### config.mk
export PLATFORM = sky130hd
export DESIGN_NAME = mem_stage_flat
export DESIGN_NICKNAME = d
export VERILOG_FILES = /design/src/rtl/mem_pkg.sv /design/src/rtl/mem_stage_if.sv /design/src/rtl/mem_stage_load_align.sv /design/src/rtl/mem_stage.sv /design/src/flat_wrapper.sv
export SDC_FILE = /design/constraint.sdc
export NUM_CORES = 1
export LEC_CHECK = 0
export BUFFER_PORTS_ARGS = -buffer_cell sky130_fd_sc_hd__buf_2
export CORE_UTILIZATION = 25
export CTS_CLUSTER_DIAMETER = 60
export DETAILED_ROUTE_END_ITERATION = 8
export GPL_TIMING_DRIVEN = 1
export PLACE_DENSITY = 0.48
export RECOVER_POWER = 100
export SYNTH_ARGS = -nofsm -noshare
export SYNTH_HDL_FRONTEND = slang
export SYNTH_HIERARCHICAL = 1
export SYNTH_SLANG_ARGS = --single-unit
### constraint.sdc
create_clock -name clk -period 2.27 [get_ports clk]
set_input_delay 0.227 -clock clk [delete_from_list [all_inputs] [get_ports clk]]
set_output_delay 0.227 -clock clk [all_outputs]
set_load 0.05 [all_outputs]
### src/rtl/mem_pkg.sv
// Shared MEM-stage definitions: op encodings, exception codes, FSM states.
// Imported by the MEM stage, its load aligner and the writeback stage.
package mem_pkg;

    localparam logic [3:0] OP_NONE = 4'd0;
    localparam logic [3:0] OP_LB   = 4'd1;
    localparam logic [3:0] OP_LBU  = 4'd2;
    localparam logic [3:0] OP_LH   = 4'd3;
    localparam logic [3:0] OP_LHU  = 4'd4;
    localparam logic [3:0] OP_LW   = 4'd5;
    localparam logic [3:0] OP_SB   = 4'd6;
    localparam logic [3:0] OP_SH   = 4'd7;
    localparam logic [3:0] OP_SW   = 4'd8;

    localparam logic [7:0] EXC_NONE   = 8'h00;
    localparam logic [7:0] EXC_ADEL   = 8'h04;
    localparam logic [7:0] EXC_ADES   = 8'h05;
    localparam logic [7:0] EXC_BUS    = 8'h07;
    localparam logic [7:0] TRAP_STALL = 8'hFF;

    typedef enum logic {
        S_IDLE,
        S_ACCESS
    } state_e;

    function automatic logic is_load(input logic [3:0] op);
        return (op >= OP_LB) && (op <= OP_LW);
    endfunction

    function automatic logic is_store(input logic [3:0] op);
        return (op >= OP_SB) && (op <= OP_SW);
    endfunction

    function automatic logic misaligned(input logic [3:0] op,
                                        input logic [1:0] a);
        case (op)
            OP_LH, OP_LHU, OP_SH: return a[0];
            OP_LW, OP_SW:         return a != 2'b00;
            default:              return 1'b0;
        endcase
    endfunction

endpackage

### src/rtl/mem_stage_if.sv
// Word-wide data-memory bus with req/ack handshake.
// master drives the request side, slave returns ack/err/rdata.
interface mem_stage_if;

    logic        req;
    logic        we;
    logic [31:0] addr;
    logic [3:0]  be;
    logic [31:0] wdata;
    logic        ack;
    logic        err;
    logic [31:0] rdata;

    modport master (
        output req, we, addr, be, wdata,
        input  ack, err, rdata
    );

    modport slave (
        input  req, we, addr, be, wdata,
        output ack, err, rdata
    );

endinterface

### src/rtl/mem_stage_load_align.sv
// Load data extraction: picks the byte/halfword lane from a bus word
// and sign- or zero-extends it to 32 bits.
module load_align
    import mem_pkg::*;
(
    input  logic [3:0]  op,
    input  logic [1:0]  addr,
    input  logic [31:0] rdata,
    output logic [31:0] data
);

    logic [31:0] shifted;
    logic [7:0]  b;
    logic [15:0] h;

    always_comb begin
        shifted = rdata >> {addr, 3'b000};
        b       = shifted[7:0];
        h       = addr[1] ? rdata[31:16] : rdata[15:0];
        data    = rdata;
        case (op)
            OP_LB:   data = {{24{b[7]}}, b};
            OP_LBU:  data = {24'h0, b};
            OP_LH:   data = {{16{h[15]}}, h};
            OP_LHU:  data = {16'h0, h};
            default: data = rdata;
        endcase
    end

endmodule

### src/rtl/mem_stage.sv
// MEM pipeline stage: loads/stores over a req/ack bus, alignment traps.
// Optional bus-wait timeout enabled by defining MEM_TIMEOUT_EN.
module mem_stage
    import mem_pkg::*;
#(
    parameter int TIMEOUT_CYCLES = 16
) (
    input  logic        clk,
    input  logic        rst,
    input  logic        in_valid,
    input  logic [3:0]  in_op,
    input  logic [31:0] in_result,
    input  logic [31:0] in_store_data,
    input  logic        in_wen,
    input  logic [4:0]  in_windex,
    input  logic [7:0]  exception_in,
    output logic        stall,
    mem_stage_if.master dmem,
    output logic        wb_wen,
    output logic [4:0]  wb_windex,
    output logic [31:0] wb_wdata,
    output logic [7:0]  wb_exception
);

    if (TIMEOUT_CYCLES < 1) begin : g_bad_cfg
        $error("TIMEOUT_CYCLES must be positive");
    end

    state_e      state, state_n;
    logic [3:0]  op_q;
    logic [1:0]  lane_q;
    logic [4:0]  widx_q;
    logic        ld, st, mis, start, tmo;
    logic [3:0]  st_be;
    logic [31:0] st_wd;
    logic [31:0] ld_data;

    assign ld    = is_load(in_op);
    assign st    = is_store(in_op);
    assign mis   = misaligned(in_op, in_result[1:0]);
    assign start = (state == S_IDLE) && in_valid
                   && (exception_in == EXC_NONE)
                   && (ld || st) && !mis;

`ifdef MEM_TIMEOUT_EN
    localparam int CW = $clog2(TIMEOUT_CYCLES + 1);
    logic [CW-1:0] cnt;

    always_ff @(posedge clk) begin
        if (rst || start) begin
            cnt <= '0;
        end else if (state == S_ACCESS && !dmem.ack) begin
            cnt <= cnt + CW'(1);
        end
    end

    // fires on the last allowed wait cycle so stall drops with it
    assign tmo = (state == S_ACCESS) && !dmem.ack
                 && (cnt == CW'(TIMEOUT_CYCLES - 1));
`else
    assign tmo = 1'b0;
`endif

    always_ff @(posedge clk) begin
        if (rst) state <= S_IDLE;
        else     state <= state_n;
    end

    always_comb begin
        state_n = state;
        case (state)
            S_IDLE:   if (start) state_n = S_ACCESS;
            S_ACCESS: if (dmem.ack || tmo) state_n = S_IDLE;
            default:  state_n = S_IDLE;
        endcase
    end

    always_comb begin
        stall = 1'b0;
        case (state)
            S_IDLE:   stall = start;
            S_ACCESS: stall = !(dmem.ack || tmo);
            default:  stall = 1'b0;
        endcase
    end

    always_comb begin
        st_be = 4'hF;
        st_wd = in_store_data;
        case (in_op)
            OP_SB: begin
                st_be = 4'b0001 << in_result[1:0];
                st_wd = {4{in_store_data[7:0]}};
            end
            OP_SH: begin
                st_be = in_result[1] ? 4'b1100 : 4'b0011;
                st_wd = {2{in_store_data[15:0]}};
            end
            default: ;
        endcase
    end

    load_align u_align (
        .op    (op_q),
        .addr  (lane_q),
        .rdata (dmem.rdata),
        .data  (ld_data)
    );

    always_ff @(posedge clk) begin
        if (rst) begin
            wb_wen       <= 1'b0;
            wb_windex    <= '0;
            wb_wdata     <= '0;
            wb_exception <= TRAP_STALL;
            dmem.req     <= 1'b0;
            dmem.we      <= 1'b0;
            dmem.be      <= '0;
            dmem.addr    <= '0;
            dmem.wdata   <= '0;
            op_q         <= OP_NONE;
            lane_q       <= '0;
            widx_q       <= '0;
        end else if (state == S_IDLE) begin
            wb_wen       <= 1'b0;
            wb_exception <= EXC_NONE;
            if (!in_valid) begin
                wb_wen <= 1'b0;
            end else if (exception_in != EXC_NONE) begin
                wb_exception <= exception_in;
            end else if (mis) begin
                wb_exception <= ld ? EXC_ADEL : EXC_ADES;
            end else if (!(ld || st)) begin
                wb_wen    <= in_wen;
                wb_windex <= in_windex;
                wb_wdata  <= in_result;
            end else begin
                op_q       <= in_op;
                lane_q     <= in_result[1:0];
                widx_q     <= in_windex;
                dmem.req   <= 1'b1;
                dmem.we    <= st;
                dmem.addr  <= {in_result[31:2], 2'b00};
                dmem.be    <= st ? st_be : 4'hF;
                dmem.wdata <= st_wd;
            end
        end else begin
            wb_wen       <= 1'b0;
            wb_exception <= EXC_NONE;
            if (dmem.ack || tmo) begin
                dmem.req <= 1'b0;
                dmem.we  <= 1'b0;
            end
            if (dmem.ack && !dmem.err && is_load(op_q)) begin
                wb_wen    <= 1'b1;
                wb_windex <= widx_q;
                wb_wdata  <= ld_data;
            end else if ((dmem.ack && dmem.err) || tmo) begin
                wb_exception <= EXC_BUS;
            end
        end
    end

endmodule
### src/flat_wrapper.sv
// flat-port wrapper written by rule: the top's interface ports become plain ports
module mem_stage_flat import mem_pkg::*;
#(
    parameter int TIMEOUT_CYCLES = 16
)
  (clk, rst, in_valid, in_op, in_result, in_store_data, in_wen, in_windex, exception_in, stall, wb_wen, wb_windex, wb_wdata, wb_exception, dmem_req, dmem_we, dmem_addr, dmem_be, dmem_wdata, dmem_ack, dmem_err, dmem_rdata);
  mem_stage_if dmem_i ();
  input  logic clk;
  input  logic rst;
  input  logic in_valid;
  input  logic [3:0] in_op;
  input  logic [31:0] in_result;
  input  logic [31:0] in_store_data;
  input  logic in_wen;
  input  logic [4:0] in_windex;
  input  logic [7:0] exception_in;
  output logic stall;
  output logic wb_wen;
  output logic [4:0] wb_windex;
  output logic [31:0] wb_wdata;
  output logic [7:0] wb_exception;
  output wire logic [$bits(dmem_i.req)-1:0] dmem_req;
  output wire logic [$bits(dmem_i.we)-1:0] dmem_we;
  output wire logic [$bits(dmem_i.addr)-1:0] dmem_addr;
  output wire logic [$bits(dmem_i.be)-1:0] dmem_be;
  output wire logic [$bits(dmem_i.wdata)-1:0] dmem_wdata;
  input wire logic [$bits(dmem_i.ack)-1:0] dmem_ack;
  input wire logic [$bits(dmem_i.err)-1:0] dmem_err;
  input wire logic [$bits(dmem_i.rdata)-1:0] dmem_rdata;
  assign dmem_req = dmem_i.req;
  assign dmem_we = dmem_i.we;
  assign dmem_addr = dmem_i.addr;
  assign dmem_be = dmem_i.be;
  assign dmem_wdata = dmem_i.wdata;
  assign dmem_i.ack = dmem_ack;
  assign dmem_i.err = dmem_err;
  assign dmem_i.rdata = dmem_rdata;
  mem_stage #(.TIMEOUT_CYCLES(TIMEOUT_CYCLES)) u_core (.clk(clk), .rst(rst), .in_valid(in_valid), .in_op(in_op), .in_result(in_result), .in_store_data(in_store_data), .in_wen(in_wen), .in_windex(in_windex), .exception_in(exception_in), .stall(stall), .dmem(dmem_i), .wb_wen(wb_wen), .wb_windex(wb_windex), .wb_wdata(wb_wdata), .wb_exception(wb_exception));
endmodule
Yosys cells after proc, flatten, opt, wreduce, memory -nomap -nowiden
Cells that the tools add are included.

storage, ports and cells
  flip-flop bits (word level) = 126
  bits in latches = 0
  memory bits (writable) = 0
  bits in read-only memories = 0
  bits of input ports = 119
  output and inout bits = 117
  logic and storage cells = 110
  memories kept = 0

cells by class
  add/subtract/negate cells = 0
  $mul = 0
  div/mod/pow operators = 0
  $lt $le $gt $ge = 6
  equality and inequality tests = 15
  shifts and indexed selects = 2
  multiplexer cells = 47
  bitwise gates (word level) = 3
  reductions and logical operators = 24

operators with widths
  kind                number
  $mux 32             6
  $pmux 32 s4         1
  $pmux 32 s2         1
  $mux 8              5
  $shr 32x5->8        1
  $mux 5              6
  $eq 4x3->1 const B  5
  $mux 1              20
  $mux 16             1
  $reduce_and 5->1    3
  $eq 4x2->1 const B  3
  $logic_and 1x1->1   10
  $ge 4x1->1 const B  2
  $le 4x3->1 const B  2
  $logic_not 8->1     1
  $mux 4              2
  $pmux 4 s2          1
  $reduce_bool 8->1   1
  $ne 2x1->1 const B  3
  $pmux 1 s2          3
  $reduce_bool 2->1   3
  $eq 4x1->1 const B  1
  $eq 4x4->1 const B  1
  $ge 4x3->1 const B  1
  9 further kinds     14

Depth between registers and ports, before layout
Gate-level depths: netlist of run 1.

  depth in word-level cells = 8
  depth in mapped cells = 9
  depth with buffers taken out = 6

Modules after synthesis
Netlist of run 1, hierarchy kept.

by module, submodules not included
  module      instances  cells each  area an instance (µm²)  sequential area each (µm²)
  mem_stage   1          617         5200.0                  2522.4
  load_align  1          84          708.2                   0.0

Worst setup path before layout of run 1
No wires, ideal clock.

  path kind = input port to flip-flop
  start point = input in_op[0]
  end point = register u_core.state
  library setup time = 127 ps
  arrival = 2269 ps
  required time = 2143 ps
  path slack = -127 ps
  stages on the path = 7
  path buffers = 2
  path through = clkbuf_1 -> or3b_1 -> a211o_1 -> nand4_1 -> buf_2 -> o21ai_0 -> nor2b_1

between the ends
  cells in the longest elaborated chain, start to end = 7
  elaborated cells on any way between the ends = 20
  classes of those cells = order compare: 4; eq/ne: 5; mux: 3; reduce/logical: 8

ends and longest elaborated chain
  what                                                  line                            source
  from (decl)                                           flat_wrapper.sv:11              input logic [3:0] in_op;
  $eq 4x2->1, or another cell as far along              mem_pkg.sv:36                   case (op)
  $reduce_or 3->1, or another cell as far along         mem_pkg.sv:36
  $pmux 1 s2 or $logic_or 1x1->1 (tied branches)        mem_pkg.sv:36, mem_stage.sv:43
  $logic_not 1->1 or $logic_and 1x1->1 (tied branches)  mem_stage.sv:43                 && (ld || st) && !mis;
  $logic_and 1x1->1 *                                   mem_stage.sv:43
  $mux 1 *                                              mem_stage.sv:72                 S_IDLE: if (start) state_n = S_ACCESS;
  $pmux 1 s2 *                                          mem_stage.sv:71                 case (state)
  to (signal assigned)                                  mem_stage.sv:66                 else state <= state_n;
  to (decl)                                             mem_stage.sv:29                 state_e state, state_n;

Mark *: on every way between the ends. The rest lies on a longest branch, timed or not.
A chain may end at the register's enable or synchronous reset.

Worst setup path in the final report of run 1
  start point = register u_core.state
  end point = output stall

between the ends
  cells in the longest elaborated chain, start to end = 6

ends and longest elaborated chain
  what                            line                source
  $not 1->1 (no source line)      -
  $logic_and 1x1->1               mem_stage.sv:41     assign start = (state == S_IDLE) && in_valid
  $logic_and 1x1->1               mem_stage.sv:42     && (exception_in == EXC_NONE)
  $logic_and 1x1->1 (2 in a row)  mem_stage.sv:43
  $pmux 1 s2 *                    mem_stage.sv:80     case (state)
  to (decl)                       flat_wrapper.sv:17  output logic stall;

Marked as above.

==> reports/results.txt, run 1 <==
status = completed
via/cell ratio = 4.67
Post-synth EDFFs = 0
Req. time, crit path = 2040 ps
Setup Fix Bufs, Post-CTS = 0
final instance area = 7900 um2
clk_skew = 9.55 ps
Filler cells = 2507
power per cell area = 702 nW/um2
via count = 5813
CTS tree = done
initial core utilization = 0.258
R2R Path End = u_core/dmem.addr[22]$_SDFFE_PP0P_
grt ovf = 0
post-CTS sizing = 0
P_leak = 0.00280 uW
Cells after Synth = 701
Post-Syn Area = 5910 um2
Slew HR = 0.523
vias in the first global route = 5472
area of the core = 22900 um2
clk root buf = clkbuf_16
Final period util = 0.921
dpl ws = 196 ps
antenna viol nets, final = 0
DRT Pass-1 Iters = 5
worst-margin pin slew = 713 ps
final worst-path setup slack = 180 ps
FF-to-FF path depth = 6
final core occ = 0.345
Sink Count = 126
CP Class = flip-flop to primary output
final hold vios = 0
gr usage total = 0.171
Total Wirelength = 20800 um
Top Ports = 236
Layout area overhead = 33.6%
crit path capture = stall
Ys Warns = 6
Max Slew Vio Count = 0
Nets = 1036
# Max-Cap Violations = 0
Reg clk slew, reported paths = 50 ps
die width = 156 um
number of port buffers = 233
largest net degree at the start of global routing = 56
Multi-input gate area = 3060 um2
Max Root-Sink Buffers = 2
Peak VDD IR = 0.350 mV
CP Max Fanout = 8
Die Y = 156 um
critical path endpoint category = primary output
Yosys reg bits = 126
Highest Clock Rate = 0.479 GHz
syn avg cell area = 8.43 um2
top_reg_cell synth = dfxtp_1
cts bufs inserted = 17
# H-tree levels = 4
WL/cell = 16.7 um
# DRC = 0
setup violators final = 0
library cells used by synthesis = 50
drt initial violations = 293
GPL Wtd Cong = 0.826
Hold Slack = 33.3 ps
Reg2Reg Setup Slack = 250 ps
number of antenna violations at the first check in global routing = 1
hold buffers post-CTS = 0
startpoint types = flip-flop
CP Data Arrival Time = 1860 ps
first-pass GRT wire length = 31800 um
Fin Setup TNS = 0 ps
RSZ-0062 raised after global routing = no
Rows = 55
die area = 24300 um2
crit path from = u_core/state$_SDFF_PP0_
final worst path period need = 2090 ps
share of cells above drive strength 1 = 0.209
worst hold path class = primary input to flip-flop
ys async rst share = 0
post-DP HPWL = 15200 um
register area = 2520 um2
Cell Area, Placed = 7440 um2
clk_lat worst skew = 410 ps
r2r startpoint = u_core/state$_SDFF_PP0_
register area share after synthesis = 0.427
layout by cell type (no fill, tap or decap), types with 2 or more instances in the layout:
cell type   instances
nand4_1             2
buf_4              21
a311oi_1           18
o21ai_0            24
a22oi_1             2
clkinvlp_4          4
a211oi_1           39
nor2_1             64
a32oi_1             7
nand3b_1            2
clkbuf_8            4
conb_1              2
clkbuf_4            2
or3_1               2
buf_12              4
clkbuf_1          116
buf_2             117
dfxtp_1           125
clkinv_2            3
nor4_1              3
a21oi_1            64
a21o_1             21
mux2_2              7
inv_1               2
bufinv_16           3
mux2i_1            54
and3_1              3
clkbuf_16          17
a221o_1             8
a211o_1             3
and2_1              2
nor4bb_1            2
nor3_1              3
nor2b_1             4
a31oi_1             2
nand2_1           143
o211ai_1            8
clkbuf_2            4
synth_stat cells (2+ instances only):
library cell | number | area, um2
clkbuf_1 | 30 | 113
and3_1 | 3 | 18.8
a311oi_1 | 18 | 158
a32oi_1 | 7 | 61.3
o21ai_0 | 24 | 120
mux2_2 | 7 | 78.8
buf_4 | 6 | 45.0
a31oi_1 | 2 | 12.5
nor2b_1 | 4 | 25.0
a21oi_1 | 65 | 325
buf_1 | 6 | 22.5
nor3_1 | 3 | 15.0
a22oi_1 | 2 | 15.0
nor4_1 | 3 | 18.8
dfxtp_1 | 126 | 2520
a211oi_1 | 39 | 293
nand2_1 | 143 | 537
a21o_1 | 21 | 158
buf_2 | 21 | 105
a211o_1 | 3 | 26.3
buf_6 | 4 | 45.0
o211ai_1 | 8 | 60.1
nor2_1 | 63 | 236
inv_1 | 2 | 7.51
nand4_1 | 2 | 12.5
nor4bb_1 | 2 | 20.0
or3_1 | 2 | 12.5
mux2i_1 | 54 | 541
and2_1 | 2 | 12.5
nand3b_1 | 2 | 15.0
a221o_1 | 8 | 80.1
per-layer routing:
metal  share of wire  track usage
met5               0            0
met4           0.015       0.0518
met3           0.043       0.0375
met2            0.46        0.276
met1            0.48        0.226
where the power goes:
part | switching [uW] | internal, uW | total (uW)
logic | 258 | 165 | 423
registers | 3.30 | 2220 | 2230
clock network | 1060 | 1840 | 2900
worst min path at each step:
stage	from	endpoint	cells past startpoint
2_1_floorplan	exception_in[1]	u_core/wb_exception[1]$_SDFF_PP1_	2
3_3_place_gp	u_core/dmem.addr[3]$_SDFFE_PP0P_	u_core/dmem.addr[3]$_SDFFE_PP0P_	2
3_5_place_dp	exception_in[1]	u_core/wb_exception[1]$_SDFF_PP1_	3
4_1_cts	exception_in[1]	u_core/wb_exception[1]$_SDFF_PP1_	3
5_1_grt	exception_in[4]	u_core/wb_exception[4]$_SDFF_PP1_	2
6_report	exception_in[1]	u_core/wb_exception[1]$_SDFF_PP1_	3
kinds of logic after synthesis:
logic type | count (synthesis) | share of synthesized area
xor gates and xnor gates | 1 | 0.00148
and+or+nand+nor | 238 | 0.169
other | 1 | 0.000635
muxes | 62 | 0.109
DFF | 126 | 0.427
AOI/OAI and AO/OA | 204 | 0.236
buffers and inverters | 69 | 0.0572
area by class of cell:
| cell class | count | share of cell area |
|---|---|---|
| inverters | 2 | 0.000951 |
| well taps | 313 | 0.0496 |
| repair buffers | 263 | 0.163 |
| clock buffers | 22 | 0.0613 |
| diodes | 1 | 0.000317 |
| clock inverters | 10 | 0.0171 |
| flip-flops and latches | 126 | 0.320 |
| multi-input cells | 507 | 0.388 |
sequential cells by signal (all words and copies together) (netlist names), 2 cells and up:
register	cells
u_core/widx_q	5
u_core/dmem.wdata	32
u_core/dmem.be	4
u_core/dmem.addr	30
u_core/wb_wdata	32
u_core/wb_exception	8
u_core/wb_windex	5
u_core/lane_q	2
u_core/op_q	4
through the flow:
step / std cells / power (uW)
floorplan: 702 / 2490
global placement: 1211 / 2710
detailed placement: 1211 / 2700
CTS: 1243 / 5640
global route: 1244 / 5750
finish: 1244 / 5550
worst max-delay path, stage by stage, from the launching register on:
cell and delay [ps]:
dfxtp_2 350, nor2b_1 130, and3_1 260, nand4_1 210, o21ai_0 170, clkbuf_2 330
Power figures use the tool's default switching activity.
==> run 2, diff against run 1 <==
- SYNTH_HIERARCHICAL: 1 -> default
==> run 2 against run 1 <==
  * Synthesized cell count rose by 12%
  * Maximum frequency fell by 1.5%
  * Combinational power is 3% lower
  * Via count increased by 7.4%
  * Register-to-register slack worse by 70 ps
  * First-iteration DRC count rose by 8.9%
  * Clock power decreased by 3%
  * Sequential power is essentially flat
  * Flip-flop and latch count did not move
  * Clock-buffer cell count shrank 2
  * Largest cell class unchanged
==> reports/results.txt, run 2 <==
grt ovf = 0 (unchanged)
power per cell area = 684 nW/um2 (was 702 nW/um2)
P_leak = 0.00284 uW (was 0.00280 uW)
Highest Clock Rate = 0.472 GHz (was 0.479 GHz)
Yosys reg bits = 126 (unchanged)
most common cell in the netlist = nand2_1 (unchanged)
number of antenna violations at the first check in global routing = 1 (unchanged)
cts bufs inserted = 17 (unchanged)
R2R Path End = u_core.wb_wdata[1]$_SDFFE_PP0P_ (was u_core/dmem.addr[22]$_SDFFE_PP0P_)
post-DP HPWL = 16300 um (was 15200 um)
share of cells above drive strength 1 = 0.193 (was 0.209)
die area = 24800 um2 (was 24300 um2)
Setup Fix Bufs, Post-CTS = 0 (unchanged)
via/cell ratio = 4.70 (was 4.67)
via count = 6244 (was 5813)
worst-margin pin slew = 753 ps (was 713 ps)
Synth top cells by count = nand2_1 (210), dfxtp_1 (126), a21oi_1 (111) (was nand2_1 (143), dfxtp_1 (126), a21oi_1 (65))
Total Wirelength = 22300 um (was 20800 um)
post-synth top area cell = dfxtp_1 (unchanged)
initial core utilization = 0.256 (was 0.258)
# DRC = 0 (unchanged)
CP Max Fanout = 48 (was 8)
Max Root-Sink Buffers = 2 (unchanged)
clk root buf = clkbuf_16 (unchanged)
number of port buffers = 233 (unchanged)
first-pass GRT wire length = 33600 um (was 31800 um)
Nets = 1116 (was 1036)
top flop regs = u_core.dmem.wdata (32), u_core.wb_wdata (32), u_core.dmem.addr (30) (was u_core/dmem.wdata (32), u_core/wb_wdata (32), u_core/dmem.addr (30))
Post-synth EDFFs = 0 (unchanged)
Final period util = 0.934 (was 0.921)
Die Y = 158 um (was 156 um)
final worst path period need = 2120 ps (was 2090 ps)
CP Class = flip-flop to primary output (unchanged)
GPL Wtd Cong = 0.796 (was 0.826)
Reg clk slew, reported paths = 60 ps (was 50 ps)
Filler cells = 2666 (was 2507)
Worst Hold End = u_core.wb_exception[0]$_SDFF_PP1_ (was u_core/wb_exception[1]$_SDFF_PP1_)
RSZ-0062 raised after global routing = no (unchanged)
hold_sp = exception_in[0] (was exception_in[1])
status = completed (unchanged)
ys async rst share = 0 (unchanged)
Peak VDD IR = 0.357 mV (was 0.350 mV)
Fin Setup TNS = 0 ps (unchanged)
Layout area overhead = 31.5% (was 33.6%)
vias in the first global route = 5883 (was 5472)
Reg2Reg Setup Slack = 180 ps (was 250 ps)
startpoint types = flip-flop (unchanged)
die width = 158 um (was 156 um)
Slew HR = 0.498 (was 0.523)
clk_skew = 16.2 ps (was 9.55 ps)
# Max-Cap Violations = 0 (unchanged)
Hold Path Cell Cnt = 3 (unchanged)
Ys Warns = 0 (was 6)
antenna viol nets, final = 0 (unchanged)
register area share after synthesis = 0.417 (was 0.427)
top_reg_cell synth = dfxtp_1 (unchanged)
largest net degree at the start of global routing = 64 (was 56)
area fraction of the dominant cell type after synthesis = 0.417 (was 0.427)
final hold vios = 0 (unchanged)
most frequent cells in the layout = nand2_1 (210), dfxtp_1 (126), clkbuf_1 (121), buf_2 (116), a21oi_1 (111) (was nand2_1 (143), dfxtp_1 (125), buf_2 (117), clkbuf_1 (116))
CP Data Arrival Time = 1890 ps (was 1860 ps)
Max Slew Vio Count = 0 (unchanged)
syn avg cell area = 7.73 um2 (was 8.43 um2)
Sink Count = 126 (unchanged)
Req. time, crit path = 2040 ps (about the same)
Post-Syn Area = 6050 um2 (was 5910 um2)
drt initial violations = 319 (was 293)
area of the core = 23600 um2 (was 22900 um2)
Cells after Synth = 782 (was 701)
clk_lat worst skew = 430 ps (was 410 ps)
WL/cell = 16.7 um (about the same)
leading post-synthesis cells by cell area = dfxtp_1 (42%), nand2_1 (13%), a21oi_1 (9.2%) (was dfxtp_1 (43%), mux2i_1 (9.1%), nand2_1 (9.1%))
library cells used by synthesis = 60 (was 50)
critical path endpoint category = primary output (unchanged)
Rows = 56 (was 55)
final core occ = 0.337 (was 0.345)
worst hold path class = primary input to flip-flop (unchanged)
DRT Pass-1 Iters = 5 (unchanged)
CTS tree = done (unchanged)
r2r startpoint = u_core.op_q[0]$_SDFFE_PP0P_ (was u_core/state$_SDFF_PP0_)
gr usage total = 0.180 (was 0.171)
setup violators final = 0 (unchanged)
Top Ports = 236 (unchanged)
# H-tree levels = 4 (unchanged)
FF-to-FF path depth = 7 (was 6)
most common cell after layout, fill and taps aside = nand2_1 (unchanged)
-- run 2: cell count changes in the layout (fill, tap and decap cells not counted), sizes merged, moves of 8 or more --
| cell | previous run | this run |
|---|---|---|
| a211oi | 40 | 8 |
| a21o | 21 | 8 |
| a21oi | 65 | 112 |
| a221o | 8 | 0 |
| inv | 2 | 10 |
| mux2i | 54 | 12 |
| nand2 | 143 | 211 |
| nor2 | 64 | 78 |
| o2111ai | 0 | 10 |
| or3 | 2 | 16 |
-- run 2: logic make-up (layout without fill, tap and decap cells) --
family	Yosys count	after routing	share of synthesized area
buffers and inverters	78	304	0.0666
other	1	3	0.000620
and+or+nand+nor	336	336	0.235
xor gates and xnor gates	3	3	0.00559
muxes	14	14	0.0255
AOI/OAI and AO/OA	224	224	0.249
DFF	126	126	0.417
-- run 2: timing repair --
action,CTS,global route
resized for setup,0,3
setup endpoints to repair,0,5
hold buffers,5,0
endpoints found under the hold margin,5,0
-- run 2: final cells by class --
cell class	instances	area [um2]	share of cell area
Multi-Input combinational cell	579	3140	0.395
Clock inverter	11	143	0.0179
Timing Repair Buffer	263	1260	0.158
Tap cell	319	399	0.0502
Clock buffer	20	447	0.0562
Inverter	10	37.5	0.00472
Sequential cell	126	2520	0.317
Antenna cell	1	2.50	0.000315
-- run 2: metrics by stage --
stage	cell area [um2]	std cells	total power, uW	hold WS, ps	setup slack (ps)
2_1_floorplan	6050	783	2470	334	318
3_3_place_gp	7500	1292	2680	435	139
3_5_place_dp	7500	1292	2680	439	107
4_1_cts	8140	1328	5520	4.44	98.2
5_1_grt	7950	1328	5660	39.7	9.56
6_report	7950	1329	5440	45.3	150
-- run 2: critical path: stages (launching register included) --
cell      delay, ps
dfxtp_1         450
buf_4           490
nand2b_1        160
nand2_1         120
clkbuf_4        250
-- run 2: how the worst max path moves through the flow --
| stage | from | end | slack, ps | depth (start not counted) |
|---|---|---|---|---|
| 3_5_place_dp | u_core.op_q[2]$_SDFFE_PP0P_ | u_core.wb_wdata[4]$_SDFFE_PP0P_ | 110 | 6 |
| 4_1_cts | u_core.op_q[2]$_SDFFE_PP0P_ | u_core.wb_wdata[4]$_SDFFE_PP0P_ | 100 | 6 |
| 5_1_grt | u_core.state$_SDFF_PP0_ | stall | 10 | 4 |
| 6_report | u_core.state$_SDFF_PP0_ | stall | 150 | 4 |
| 3_3_place_gp | u_core.op_q[2]$_SDFFE_PP0P_ | u_core.wb_wdata[4]$_SDFFE_PP0P_ | 140 | 6 |
| 2_1_floorplan | in_op[3] | stall | 320 | 7 |
-- run 2: routing by layer --
| metal | part of all wire | track usage | wire [um] |
|---|---|---|---|
| met5 | 0 | 0 | 0 |
| met4 | 0.0095 | 0.0467 | 212 |
| met3 | 0.065 | 0.0523 | 1460 |
| met2 | 0.46 | 0.280 | 10200 |
| met1 | 0.47 | 0.240 | 10400 |
-- run 2: power breakdown --
group | switching, uW | leakage (uW) | internal [uW]
registers | 3.25 | 0.00102 | 2220
clock network | 1060 | 0.000286 | 1740
logic | 263 | 0.00154 | 148
